$ cat config.mk
export PLATFORM = sky130hd
export DESIGN_NAME = seg7_scan_driver
export DESIGN_NICKNAME = d
export VERILOG_FILES = /design/src/rtl/seg7_pkg.sv /design/src/rtl/seg7_scan_driver_hex_decoder.sv /design/src/rtl/seg7_scan_driver.sv
export SDC_FILE = /design/constraint.sdc
export NUM_CORES = 1
export LEC_CHECK = 0
export CAP_MARGIN = 40
export CORE_MARGIN = 2
export CORE_UTILIZATION = 45
export DETAILED_ROUTE_END_ITERATION = 8
export MAX_ROUTING_LAYER = met4
export PLACE_DENSITY = 0.69
export SETUP_SLACK_MARGIN = 0.1
export SYNTH_ARGS = -nofsm -noshare
export SYNTH_HDL_FRONTEND = slang
export SYNTH_SLANG_ARGS = --single-unit
export TNS_END_PERCENT = 30
$ cat constraint.sdc
create_clock -name clk -period 6.1 [get_ports clk]
set_input_delay 1.22 -clock clk [delete_from_list [all_inputs] [get_ports clk]]
set_output_delay 1.22 -clock clk [all_outputs]
set_load 0.005 [all_outputs]
$ cat src/rtl/seg7_pkg.sv
// Shared definitions for the 7-segment display path.
//   SEG_OFF / AN_OFF : all-segments-off / all-anodes-off (active low)
//   shadow_t         : one frame's worth of display data latched at frame start
//   hex_to_seg       : hex nibble -> active-low {g,f,e,d,c,b,a} pattern
package seg7_pkg;

    localparam logic [6:0] SEG_OFF = 7'h7F;
    localparam logic [7:0] AN_OFF  = 8'hFF;

    localparam int unsigned MAX_DIGITS = 8;
    localparam int unsigned VALUE_W    = 4 * MAX_DIGITS;

    // Display data held stable for a whole frame.
    typedef struct packed {
        logic [VALUE_W-1:0]    value;
        logic [MAX_DIGITS-1:0] en;
        logic [MAX_DIGITS-1:0] dp;
    } shadow_t;

    // Hex digit to active-low segment pattern; lower-case b and d keep them distinct from 8 and 0.
    function automatic logic [6:0] hex_to_seg(input logic [3:0] nibble);
        logic [6:0] pattern;
        case (nibble)
            4'h0:    pattern = 7'h40;
            4'h1:    pattern = 7'h79;
            4'h2:    pattern = 7'h24;
            4'h3:    pattern = 7'h30;
            4'h4:    pattern = 7'h19;
            4'h5:    pattern = 7'h12;
            4'h6:    pattern = 7'h02;
            4'h7:    pattern = 7'h78;
            4'h8:    pattern = 7'h00;
            4'h9:    pattern = 7'h10;
            4'hA:    pattern = 7'h08;
            4'hB:    pattern = 7'h03;
            4'hC:    pattern = 7'h46;
            4'hD:    pattern = 7'h21;
            4'hE:    pattern = 7'h06;
            default: pattern = 7'h0E;
        endcase
        return pattern;
    endfunction

endpackage

$ cat src/rtl/seg7_scan_driver_hex_decoder.sv
// Combinational hex-to-segment decoder; shares hex_to_seg with every other
// display path so all of them decode identically.
//   nibble : hex digit to show
//   seg_c  : active-low {g,f,e,d,c,b,a} pattern (combinational)
module seg7_hex_decoder
    import seg7_pkg::*;
(
    input  logic [3:0] nibble,
    output logic [6:0] seg_c
);

    always_comb begin
        seg_c = hex_to_seg(nibble);
    end

endmodule

$ cat src/rtl/seg7_scan_driver.sv
// Time-multiplexed driver for an 8-digit common-anode 7-segment display.
// One digit is lit per refresh slot, each slot opening with a blanking gap so
// the previous digit's pattern never ghosts onto the next anode. Display data
// is latched once per frame so a frame never shows a mix of old and new data.
//   clk, reset_n : clock, asynchronous active-low reset
//   value        : hex word, digit k shows value[4k+3:4k]; digit 0 is rightmost
//   digit_en     : per-digit enable (dark digits still consume their slot)
//   dp_in        : per-digit decimal point enable
//   an           : anode selects, active low
//   seg          : {g,f,e,d,c,b,a}, active low
//   dp           : decimal point, active low
//   frame_done   : one-cycle pulse after the last slot of a frame
module seg7_scan_driver
    import seg7_pkg::*;
#(
    parameter int unsigned CLK_HZ       = 100_000_000,
    parameter int unsigned SLOT_HZ      = 8_000,
    parameter int unsigned NUM_DIGITS   = 8,
    parameter int unsigned BLANK_CYCLES = 200
) (
    input  logic        clk,
    input  logic        reset_n,
    input  logic [31:0] value,
    input  logic [7:0]  digit_en,
    input  logic [7:0]  dp_in,
    output logic [7:0]  an,
    output logic [6:0]  seg,
    output logic        dp,
    output logic        frame_done
);

    localparam int unsigned DIV   = CLK_HZ / SLOT_HZ;
    localparam int unsigned CNT_W = (DIV < 2) ? 1 : $clog2(DIV);
    localparam int unsigned IDX_W = (NUM_DIGITS < 2) ? 1 : $clog2(NUM_DIGITS);

    localparam logic [CNT_W-1:0] CNT_LAST   = CNT_W'(DIV - 1);
    localparam logic [CNT_W-1:0] BLANK_LAST = CNT_W'((BLANK_CYCLES == 0) ? 0 : BLANK_CYCLES - 1);
    localparam logic [CNT_W-1:0] BLANK_LEN  = CNT_W'(BLANK_CYCLES);
    localparam logic [IDX_W-1:0] IDX_LAST   = IDX_W'(NUM_DIGITS - 1);

    localparam logic [0:0] STATE_BLANK = 1'b0;
    localparam logic [0:0] STATE_DRIVE = 1'b1;

    // Reject parameter sets that cannot produce a sensible scan.
    if (DIV < 2) begin : g_bad_div
        $error("seg7_scan_driver: CLK_HZ/SLOT_HZ must be at least 2");
    end
    if (BLANK_CYCLES >= DIV) begin : g_bad_blank
        $error("seg7_scan_driver: BLANK_CYCLES must be smaller than CLK_HZ/SLOT_HZ");
    end
    if (NUM_DIGITS < 1 || NUM_DIGITS > MAX_DIGITS) begin : g_bad_digits
        $error("seg7_scan_driver: NUM_DIGITS must be in 1..8");
    end

    logic [CNT_W-1:0] count;
    logic [CNT_W-1:0] count_d;
    logic [IDX_W-1:0] idx;
    logic [IDX_W-1:0] idx_d;
    logic [0:0]       state;
    logic [0:0]       state_d;
    shadow_t          shadow;
    shadow_t          shadow_d;
    logic             primed;

    logic             slot_end_c;
    logic             frame_end_c;
    logic [7:0]       sel_c;
    logic [3:0]       nibble_c;
    logic [6:0]       hex_seg_c;
    logic             lit_c;
    logic             dp_on_c;

    logic [7:0]       an_d;
    logic [6:0]       seg_d;
    logic             dp_d;

    // Slot/frame sequencing, FSM next state and shadow capture.
    always_comb begin
        slot_end_c  = (count == CNT_LAST);
        frame_end_c = slot_end_c && (idx == IDX_LAST);

        count_d = slot_end_c ? '0 : count + CNT_W'(1);

        idx_d = idx;
        if (slot_end_c) begin
            idx_d = (idx == IDX_LAST) ? '0 : idx + IDX_W'(1);
        end

        state_d = state;
        if (slot_end_c) begin
            state_d = (BLANK_CYCLES == 0) ? STATE_DRIVE : STATE_BLANK;
        end else if ((BLANK_CYCLES != 0) && (count == BLANK_LAST)) begin
            state_d = STATE_DRIVE;
        end

        // Latch new data at the frame boundary, and once right after reset so
        // the first frame does not show the all-zero reset contents.
        shadow_d = shadow;
        if (frame_end_c || !primed) begin
            shadow_d.value = value;
            shadow_d.en    = digit_en;
            shadow_d.dp    = dp_in;
        end

        // Outputs are registered, so decode the digit the next cycle will show.
        sel_c    = 8'(1) << idx_d;
        nibble_c = 4'(shadow_d.value >> {idx_d, 2'b00});
        lit_c    = |(shadow_d.en & sel_c);
        dp_on_c  = |(shadow_d.dp & sel_c);
    end

    seg7_hex_decoder u_hex (
        .nibble (nibble_c),
        .seg_c  (hex_seg_c)
    );

    // Output decode: everything off unless driving an enabled digit.
    always_comb begin
        an_d  = AN_OFF;
        seg_d = SEG_OFF;
        dp_d  = 1'b1;
        if ((state_d == STATE_DRIVE) && lit_c) begin
            an_d  = ~sel_c;
            seg_d = hex_seg_c;
            dp_d  = ~dp_on_c;
        end
    end

    // State register: slot counter, digit index, FSM state.
    always_ff @(posedge clk or negedge reset_n) begin
        if (!reset_n) begin
            count <= '0;
            idx   <= '0;
            state <= STATE_BLANK;
        end else begin
            count <= count_d;
            idx   <= idx_d;
            state <= state_d;
        end
    end

    // Shadow data and registered display outputs.
    always_ff @(posedge clk or negedge reset_n) begin
        if (!reset_n) begin
            shadow     <= '0;
            primed     <= 1'b0;
            an         <= AN_OFF;
            seg        <= SEG_OFF;
            dp         <= 1'b1;
            frame_done <= 1'b0;
        end else begin
            shadow     <= shadow_d;
            primed     <= 1'b1;
            an         <= an_d;
            seg        <= seg_d;
            dp         <= dp_d;
            frame_done <= frame_end_c;
        end
    end

    // At most one anode active, and none during the blanking gap.
    a_an_onehot: assert property (@(posedge clk) disable iff (!reset_n)
        $countones(~an) <= 1);
    a_an_blank: assert property (@(posedge clk) disable iff (!reset_n)
        (count < BLANK_LEN) |-> (an == AN_OFF));

endmodule

### After elaboration in Yosys (flattened, before gate mapping)

Memories as Yosys holds them, arrays and structs flattened.
Cells that the tools add are included.

| word-level totals | value |
|---|---|
| bits in registers | 84 |
| memory bits (read-only) | 112 |
| output and inout port bits | 17 |
| logic and storage cells | 38 |
| memories | 1 |

Memory list:

| memory | depth | bits a word | read ports | clocked after memory_dff | wr ports | RTL line | text |
|---|---|---|---|---|---|---|---|
| (name not given) | 16 | 7 | 1 | 0 | 0 | seg7_pkg.sv:23 | `case (nibble)` |

| cells by class | value |
|---|---|
| add/sub/neg operators | 2 |
| equal/unequal tests | 3 |
| shifts and indexed selects | 2 |
| muxes and demuxes | 9 |
| bitwise gates (word level) | 4 |
| reduce and logical (&&, ||, !) cells | 6 |

Operator list:

| kind | number |
|---|---|
| 2-to-1 mux 48 bit | 1 |
| >> shifter 32 x 5 -> 4 bit | 1 |
| bitwise AND 8 bit | 2 |
| OR reduction 8 bit | 2 |
| adder 14 x 1 -> 14 bit (second input constant) | 1 |
| equality test 14 bit (second input constant) | 1 |
| equality test 14 x 8 -> 1 bit (second input constant) | 1 |
| 2-to-1 mux 14 bit | 1 |
| 2-to-1 mux 8 bit | 1 |
| inverter 8 bit | 1 |
| left shift 1 x 3 -> 8 bit (first input constant) | 1 |
| 2-to-1 mux 7 bit | 1 |
| 2-to-1 mux 3 bit | 2 |
| adder 3 x 1 -> 3 bit (second input constant) | 1 |
| equality test 3 bit (second input constant) | 1 |
| 2-to-1 mux 1 bit | 3 |
| logical AND 1 bit | 2 |
| zero test 1 bit | 1 |
| logical OR 1 bit | 1 |
| inverter 1 bit | 1 |

### Longest topological paths before layout

Gate-level depths: netlist (run 1).

| depth | value |
|---|---|
| depth in word-level cells | 8 |
| mapped depth | 15 |
| gate-level depth less buffers | 14 |

### By module

Synthesis (run 1) repeated with hierarchy kept, for this count alone.

| second synthesis, totals | value |
|---|---|
| cells, all modules | 317 |
| area, all modules | 4,078.9 µm² |

Modules (own cells, without submodules):

| module | times used | cells each | area each (µm²) |
|---|---|---|---|
| seg7_scan_driver | 1 | 285 | 3,803.6 |
| seg7_hex_decoder | 1 | 32 | 275.3 |

### Worst setup path before layout (run 1)

Ideal clock, no wire load.

| timing path | value |
|---|---|
| kind | register to register |
| start | reg idx[0] |
| end | reg seg[6] |
| library setup time | 0.083 ns |
| data arrival time | 3.196 ns |
| required time | 6.017 ns |
| path slack | 2.821 ns |
| stages on the path, launching flop included | 14 |
| clock period less this slack | 3.279 ns |
| path through | dfrtp_1 -> ha_1 -> ha_1 -> and3b_1 -> nand4_1 -> nand2_2 -> buf_2 -> mux2_2 -> a211oi_1 -> a21o_1 -> inv_1 -> ha_1 -> mux2_2 -> a221o_1 |

RTL lines:

| element | RTL line | text |
|---|---|---|
| from (decl) | seg7_scan_driver.sv:57 | `logic [IDX_W-1:0] idx;` |
| from (signal assigned) | seg7_scan_driver.sv:137 | `idx <= idx_d;` |
| to (signal assigned) | seg7_scan_driver.sv:155 | `seg <= seg_d;` |
| to (decl) | seg7_scan_driver.sv:27 | `output logic [6:0] seg,` |

==> results.md, run 1 <==
* Status: finished, final reports clean
* I/O pins at 67
* Count leader, synth: dfrtp_1
* Slew @ Worst Pin at 0.868 ns
* Final setup violation count at 0
* Gr ovfl total at 0
* Yosys warns at 0
* Via count at 2,782
* Antenna violations before repair at 0
* Post-DP HPWL at 6320 um
* Clk sinks at 84
* Cell chosen for the clock root: clkbuf_8
* Most frequent CP cell: ha_1
* Post-DRT Antenna Nets at 0
* Largest net degree at the start of global routing at 45
* Register area share after synthesis at 0.516
* Cell total after placement at 513
* Post-CTS Setup Inserts at 0
* Nets at 475
* Clk_lat worst skew at 0.36 ns
* Top FF cell, synth: dfrtp_1
* Leading cell types by count after synthesis: dfrtp_1 (68), mux2_2 (32), inv_1 (27), mux2i_1 (26), nand2_1 (22)
* CORE AREA at 8810 um^2
* # Max-Cap Violations at 0
* Worst-path fanout max at 33
* Initial DRC Count at 187
* Port-buffer cells at 66
* Worst path slowest cell: nand2_2
* Hold Path Class: reg -> reg
* CTS tree: yes
* Final-report max-slew violation count at 0
* Final instance area at 5090 um^2
* Routability cong. at 0.858
* Top cells by area, synth: dfrtp_1 (41%), dfstp_2 (10%), mux2_2 (8.8%), mux2i_1 (6.3%), ha_1 (2.7%)
* Drc violations at 0
* Top cell family by delay on the critical path: simple AND/OR/NAND/NOR gates
* Setup TNS at 0 ns
* Req. time, crit path at 6.39 ns
* Leading area contributor after synthesis: dfrtp_1
* Hold Buf Count CTS at 0
* Die width at 99.6 um
* Fin crit period at 4.36 ns
* Synthesized cell area at 4110 um^2
* Die ar. at 9910 um^2
* Syn_nets at 406
* Cell Area, Placed at 4850 um^2
* Die Span Y at 99.6 um
* Fmax at 0.230 GHz
* Worst-path clk slew at 0.08 ns
* Layout cells sized above 1 at 0.204
* First drt pass iteration count at 4
* CTS HTree Levels at 3
* Syn Area/Cell at 11.8 um^2
* Layout area overhead at 23.8%
* Post-CTS resize count at 0
* Peak supply drop at 116 uV
* CP cell instances: ha_1, ha_1, and3b_1, nand4_1, nand2_2, buf_4, mux2_2, o211a_1, o22ai_1, nor2b_1, a22o_1, o21bai_1
* Cell variety after synth at 62
* LEAKAGE at 2.24 nW
* Crit Path Class: reg -> reg
* Drt total wl at 8840 um
* Relative slew slack at 0.419
* Total CTS buffers at 9
* Core Rows at 34
* Fin. Hold Viols at 0
* CTS Buffer Depth at 2
* Synth async-reset ratio at 1.00
* PD cells at 239 nW/um^2
* Clk_skew at 0.0101 ns
* Tot GR Track Use at 0.199
* Drt wl/cell at 16.7 um
* Starting density of the core at 0.467
* Vias in the first global route at 2,941
* Worst setup SP type: flop
* Antenna diodes at 0
* Via density at 5.26
* Fin cells at 529
* Yosys top cell area share at 0.414
* Post-synth EDFFs at 0
* Hold WS at 0.485 ns
* RSZ-0062 raised after global routing: no
* Synthesized netlist cell count at 347
* CP bufs+invs at 1
* Synthesized flop and latch total at 84
* Final worst path period share at 0.714
* Worst Path Arrival at 4.65 ns
* CP endpoint kind: flop
* Crit-path max cell delay at 0.74 ns
* First-pass GRT wire length at 14,700 um
## path summary, 6_finish.rpt
check / start / end / slack (ns) / depth (start not counted)
setup / recovery: idx[0] / seg[0] / 1.74 / 12
hold / removal: shadow[11] / shadow[11] / 0.48 / 2
setup reg to reg: idx[0] / seg[0] / 1.74 / 12
hold reg to reg: shadow[11] / shadow[11] / 0.48 / 2
max in group asynchronous: reset_n / seg[3] / 4.62 / 2
min in group asynchronous: reset_n / shadow[2] / 0.84 / 1
## metal layers
metal / track usage / part of all wire
met2: 0.298 / 0.47
met4: 0.0790 / 0.019
met1: 0.266 / 0.47
met5: - / 0
met3: 0.0422 / 0.043
## registers in the layout, summed over array words and instances (netlist names)
signal	flops
an	8
count	14
dp	1
frame_done	1
idx	3
primed	1
seg	7
shadow	48
state	1
## cell type report
class                      count  area [um^2]
timing repair buffer          71          716
sequential                    84         2120
inverter                      30          115
fill                         755         3720
tap                          108          135
clock buffer                  11          141
multi-input combinational    220         1760
clock inverter                 5          100
## worst min-delay path, delay by kind of cell, from the launching register on
family / cells / cell delay, ns
mux: 1 / 0.08
buf+inv: 1 / 0.06
flops: 1 / 0.32
## logic make-up (layout without fill, tap and decap cells)
logic type                 count (synthesis)  in the layout  synth area share
and+or+nand+nor                           86             86             0.111
DFF                                       84             84             0.516
muxes                                     60             60             0.162
AOI/OAI and AO/OA                         52             52             0.102
buffers and inverters                     43            117            0.0557
xor gates and xnor gates                  12             12            0.0256
adders and majority gates                  9              9            0.0274
other                                      1              1          0.000912
## report_power, final
group / switching [mW] / total [mW] / internal (mW) / leakage (nW)
Combinational: 0.0671 / 0.139 / 0.0721 / 1.12
Clock: 0.196 / 0.478 / 0.282 / 0.123
Sequential: 0.00932 / 0.598 / 0.588 / 0.994
Total: 0.273 / 1.22 / 0.942 / 2.24
## layout by cell type, fill, tap and decap left out, types with 9 or more instances in the layout
cell	count
ha_1	9
mux2i_1	26
mux2_2	32
dfstp_2	16
nor2_1	17
inv_1	27
dfrtp_1	68
clkbuf_8	10
nand2_1	22
clkdlybuf4s50_1	65
nand3_1	10
## metrics by stage
stage | power [mW] | util | worst slack, ns
global route | 1.27 | 0.578 | 1.42
CTS | 1.23 | 0.578 | 1.75
detailed placement | 0.748 | 0.550 | 1.77
finish | 1.22 | 0.578 | 1.74
floorplan | 0.685 | - | 2.82
global placement | 0.741 | 0.546 | 1.98
No activity file was read; power rests on OpenSTA's default activity.
==> inputs of run 2 (changes only) <==
--- a/config.mk
+++ b/config.mk
@@ -10,7 +10,7 @@
 export CORE_UTILIZATION = 45
 export DETAILED_ROUTE_END_ITERATION = 8
 export MAX_ROUTING_LAYER = met4
-export PLACE_DENSITY = 0.69
+export PLACE_DENSITY = 0.72
 export SETUP_SLACK_MARGIN = 0.1
 export SYNTH_ARGS = -nofsm -noshare
 export SYNTH_HDL_FRONTEND = slang
==> constraint.sdc (replaced) <==
create_clock -name clk -period 3.9 [get_ports clk]
set_input_delay 0.78 -clock clk [delete_from_list [all_inputs] [get_ports clk]]
set_output_delay 0.78 -clock clk [all_outputs]
set_load 0.005 [all_outputs]
==> run 2 against run 1 <==
- hold slack lost 0.085 ns
- critical path depth grew 2
- sequential cell count is the same
- maximum frequency grew 22%
- power grew 53%
- final area grew 1.5%
- final cell count grew 2.1%
- first-iteration DRC count shrank 21%
- count of clock-buffer cells in the layout grew 1
- core utilization grew 0.90 points
- combinational power grew 60%
- critical path type unchanged
==> results.md, run 2 (synthesized netlist as in run 1, its figures left out) <==
* Status: finished, final reports clean (unchanged)
* Via density at 5.30 (was 5.26)
* # Max-Cap Violations at 0 (unchanged)
* Total CTS buffers at 9 (unchanged)
* Gr ovfl total at 0 (unchanged)
* CP cell instances: ha_1, ha_1, and3b_1, nand4_1, nand2_4, buf_12, mux2i_1, nor2_1, a211oi_1, a21o_1, inv_1, ha_1, mux2_2, a221o_1 (was ha_1, ha_1, and3b_1, nand4_1, nand2_2, buf_4, mux2_2, o211a_1, o22ai_1, nor2b_1, a22o_1, o21bai_1)
* I/O pins at 67 (unchanged)
* CORE AREA at 8810 um^2 (unchanged)
* CTS HTree Levels at 3 (unchanged)
* Most frequent CP cell: ha_1 (unchanged)
* Final setup violation count at 0 (unchanged)
* Relative slew slack at 0.642 (was 0.419)
* Register area at 2120 um^2 (unchanged)
* Req. time, crit path at 4.18 ns (was 6.39 ns)
* Drt total wl at 8610 um (was 8840 um)
* Via count at 2,864 (was 2,782)
* Peak supply drop at 261 uV (was 116 uV)
* Cell total after placement at 522 (was 513)
* Worst path slowest cell: dfrtp_1 (was nand2_2)
* Slew @ Worst Pin at 0.538 ns (was 0.868 ns)
* Commonest non-fill, non-tap cell in the layout: dfrtp_1 (unchanged)
* Drt wl/cell at 15.9 um (was 16.7 um)
* Fin crit period at 3.57 ns (was 4.36 ns)
* Most frequent cells in the layout: dfrtp_1 (68), clkdlybuf4s50_1 (65), mux2_2 (32), inv_1 (27), mux2i_1 (26) (unchanged)
* Die width at 99.6 um (unchanged)
* Fmax at 0.280 GHz (was 0.230 GHz)
* Max reg flops at 48 (unchanged)
* Port-buffer cells at 66 (unchanged)
* Top cell family by delay on the critical path: compound AO/OA/AOI/OAI gates (was simple AND/OR/NAND/NOR gates)
* First-pass GRT wire length at 14,100 um (was 14,700 um)
* RR Startpoint: idx[0] (unchanged)
* Cell Area, Placed at 4910 um^2 (was 4850 um^2)
* Initial DRC Count at 147 (was 187)
* Util after Layout at 0.587 (was 0.578)
* Fill cells at 710 (was 755)
* Combinational share of power at 0.120 (was 0.115)
* Vias in the first global route at 2,857 (was 2,941)
* Cell chosen for the clock root: clkbuf_8 (unchanged)
* Layout cells sized above 1 at 0.225 (was 0.204)
* Post-DP HPWL at 6200 um (was 6320 um)
* Reg2Reg Depth at 14 (was 12)
* Antenna diodes at 0 (unchanged)
* Nets at 486 (was 475)
* Top reg by flops: shadow (unchanged)
* Reg2Reg Capture Point: seg[6] (was seg[0])
* Post-DRT Antenna Nets at 0 (unchanged)
* Crit-path max cell delay at 0.48 ns (was 0.74 ns)
* Tot GR Track Use at 0.190 (was 0.199)
* CTS tree: yes (unchanged)
* PD cells at 359 nW/um^2 (was 239 nW/um^2)
* Final-report max-slew violation count at 0 (unchanged)
* Worst-path clk slew at 0.08 ns (about the same)
* Switching part of the total power at 0.228 (was 0.224)
* Clk_skew at 0.00904 ns (was 0.0101 ns)
* Largest net degree at the start of global routing at 44 (was 45)
* Worst-path fanout max at 9 (was 33)
* Fin cells at 540 (was 529)
* Worst Path Arrival at 3.85 ns (was 4.65 ns)
* RSZ-0062 raised after global routing: no (unchanged)
* Sw Pwr at 424 uW (was 273 uW)
* Die Span Y at 99.6 um (unchanged)
* Layout area overhead at 25.7% (was 23.8%)
* CTS Buffer Depth at 2 (unchanged)
* Part of the power in registers at 0.503 (was 0.492)
* Setup TNS at 0 ns (unchanged)
* Multi-input logic area at 1760 um^2 (about the same)
* Clock Power Share at 0.377 (was 0.394)
* Antenna violations before repair at 0 (unchanged)
* CP endpoint kind: flop (unchanged)
* Worst setup SP type: flop (unchanged)
* Routability cong. at 0.811 (was 0.858)
* Biggest registers after layout: shadow: 48 flops, count: 14 flops, an: 8 flops (unchanged)
* Hold Path Class: in -> async (was reg -> reg)
* Clk_lat worst skew at 0.35 ns (was 0.36 ns)
* Final worst path period share at 0.914 (was 0.714)
* Crit Path Class: reg -> reg (unchanged)
* Core Rows at 34 (unchanged)
* Int Power at 1.43 mW (was 942 uW)
* Starting density of the core at 0.467 (unchanged)
* First drt pass iteration count at 4 (unchanged)
* Fin. Hold Viols at 0 (unchanged)
* Clk sinks at 84 (unchanged)
* Die ar. at 9910 um^2 (unchanged)
* Final instance area at 5170 um^2 (was 5090 um^2)
* Drc violations at 0 (unchanged)
* Total power at 1.86 mW (was 1.22 mW)
* LEAKAGE at 2.28 nW (was 2.24 nW)
* CP bufs+invs at 2 (was 1)
* Worst reg-to-reg setup slack at 0.33 ns (was 1.74 ns)
[run 2: what timing repair did]
action	in CTS	in global routing
setup endpoints to repair	0	5
hold endpoints to repair	0	0
hold buffers	0	0
buffers inserted	0	2
resized for setup	0	1
[run 2: how the worst max path moves through the flow]
stage	from	endpoint	slack, ns	cells past startpoint
6_report	idx[0]	seg[6]	0.33	14
5_1_grt	idx[0]	seg[5]	0.13	15
4_1_cts	idx[0]	seg[6]	0.21	13
3_5_place_dp	idx[0]	seg[6]	0.23	13
3_3_place_gp	idx[0]	seg[6]	0.38	13
2_1_floorplan	idx[0]	seg[6]	0.62	13
[run 2: power by group through the flow]
stage / registers [mW] / logic (mW) / clock network [mW]
final: 0.935 / 0.223 / 0.700
after global routing: 0.941 / 0.247 / 0.756
after floorplan: 0.947 / 0.125 / 0
after CTS: 0.935 / 0.221 / 0.715
after detailed placement: 0.952 / 0.219 / 0
after global placement: 0.949 / 0.210 / 0
[run 2: final cells by class]
cell class | instances | share of cell area
inverters | 30 | 0.0223
flip-flops and latches | 84 | 0.411
clock inverters | 4 | 0.0140
well taps | 108 | 0.0262
repair buffers | 82 | 0.155
clock buffers | 12 | 0.0300
multi-input cells | 220 | 0.341
[run 2: per-layer routing]
layer | GRT usage | vias to the layer above | routed length (um)
met3 | 0.0330 | 18 | 396
met1 | 0.256 | 1400 | 4020
met2 | 0.284 | 71 | 3980
met4 | 0.0854 | 0 | 208
met5 | - | - | 0
li1 | - | 1375 | -
[run 2: stage by stage]
stage / hold WS [ns] / setup slack (ns)
2_1_floorplan: 0.441 / 0.621
3_3_place_gp: 0.460 / 0.379
3_5_place_dp: 0.468 / 0.226
4_1_cts: 0.416 / 0.214
5_1_grt: 0.438 / 0.133
6_report: 0.400 / 0.334
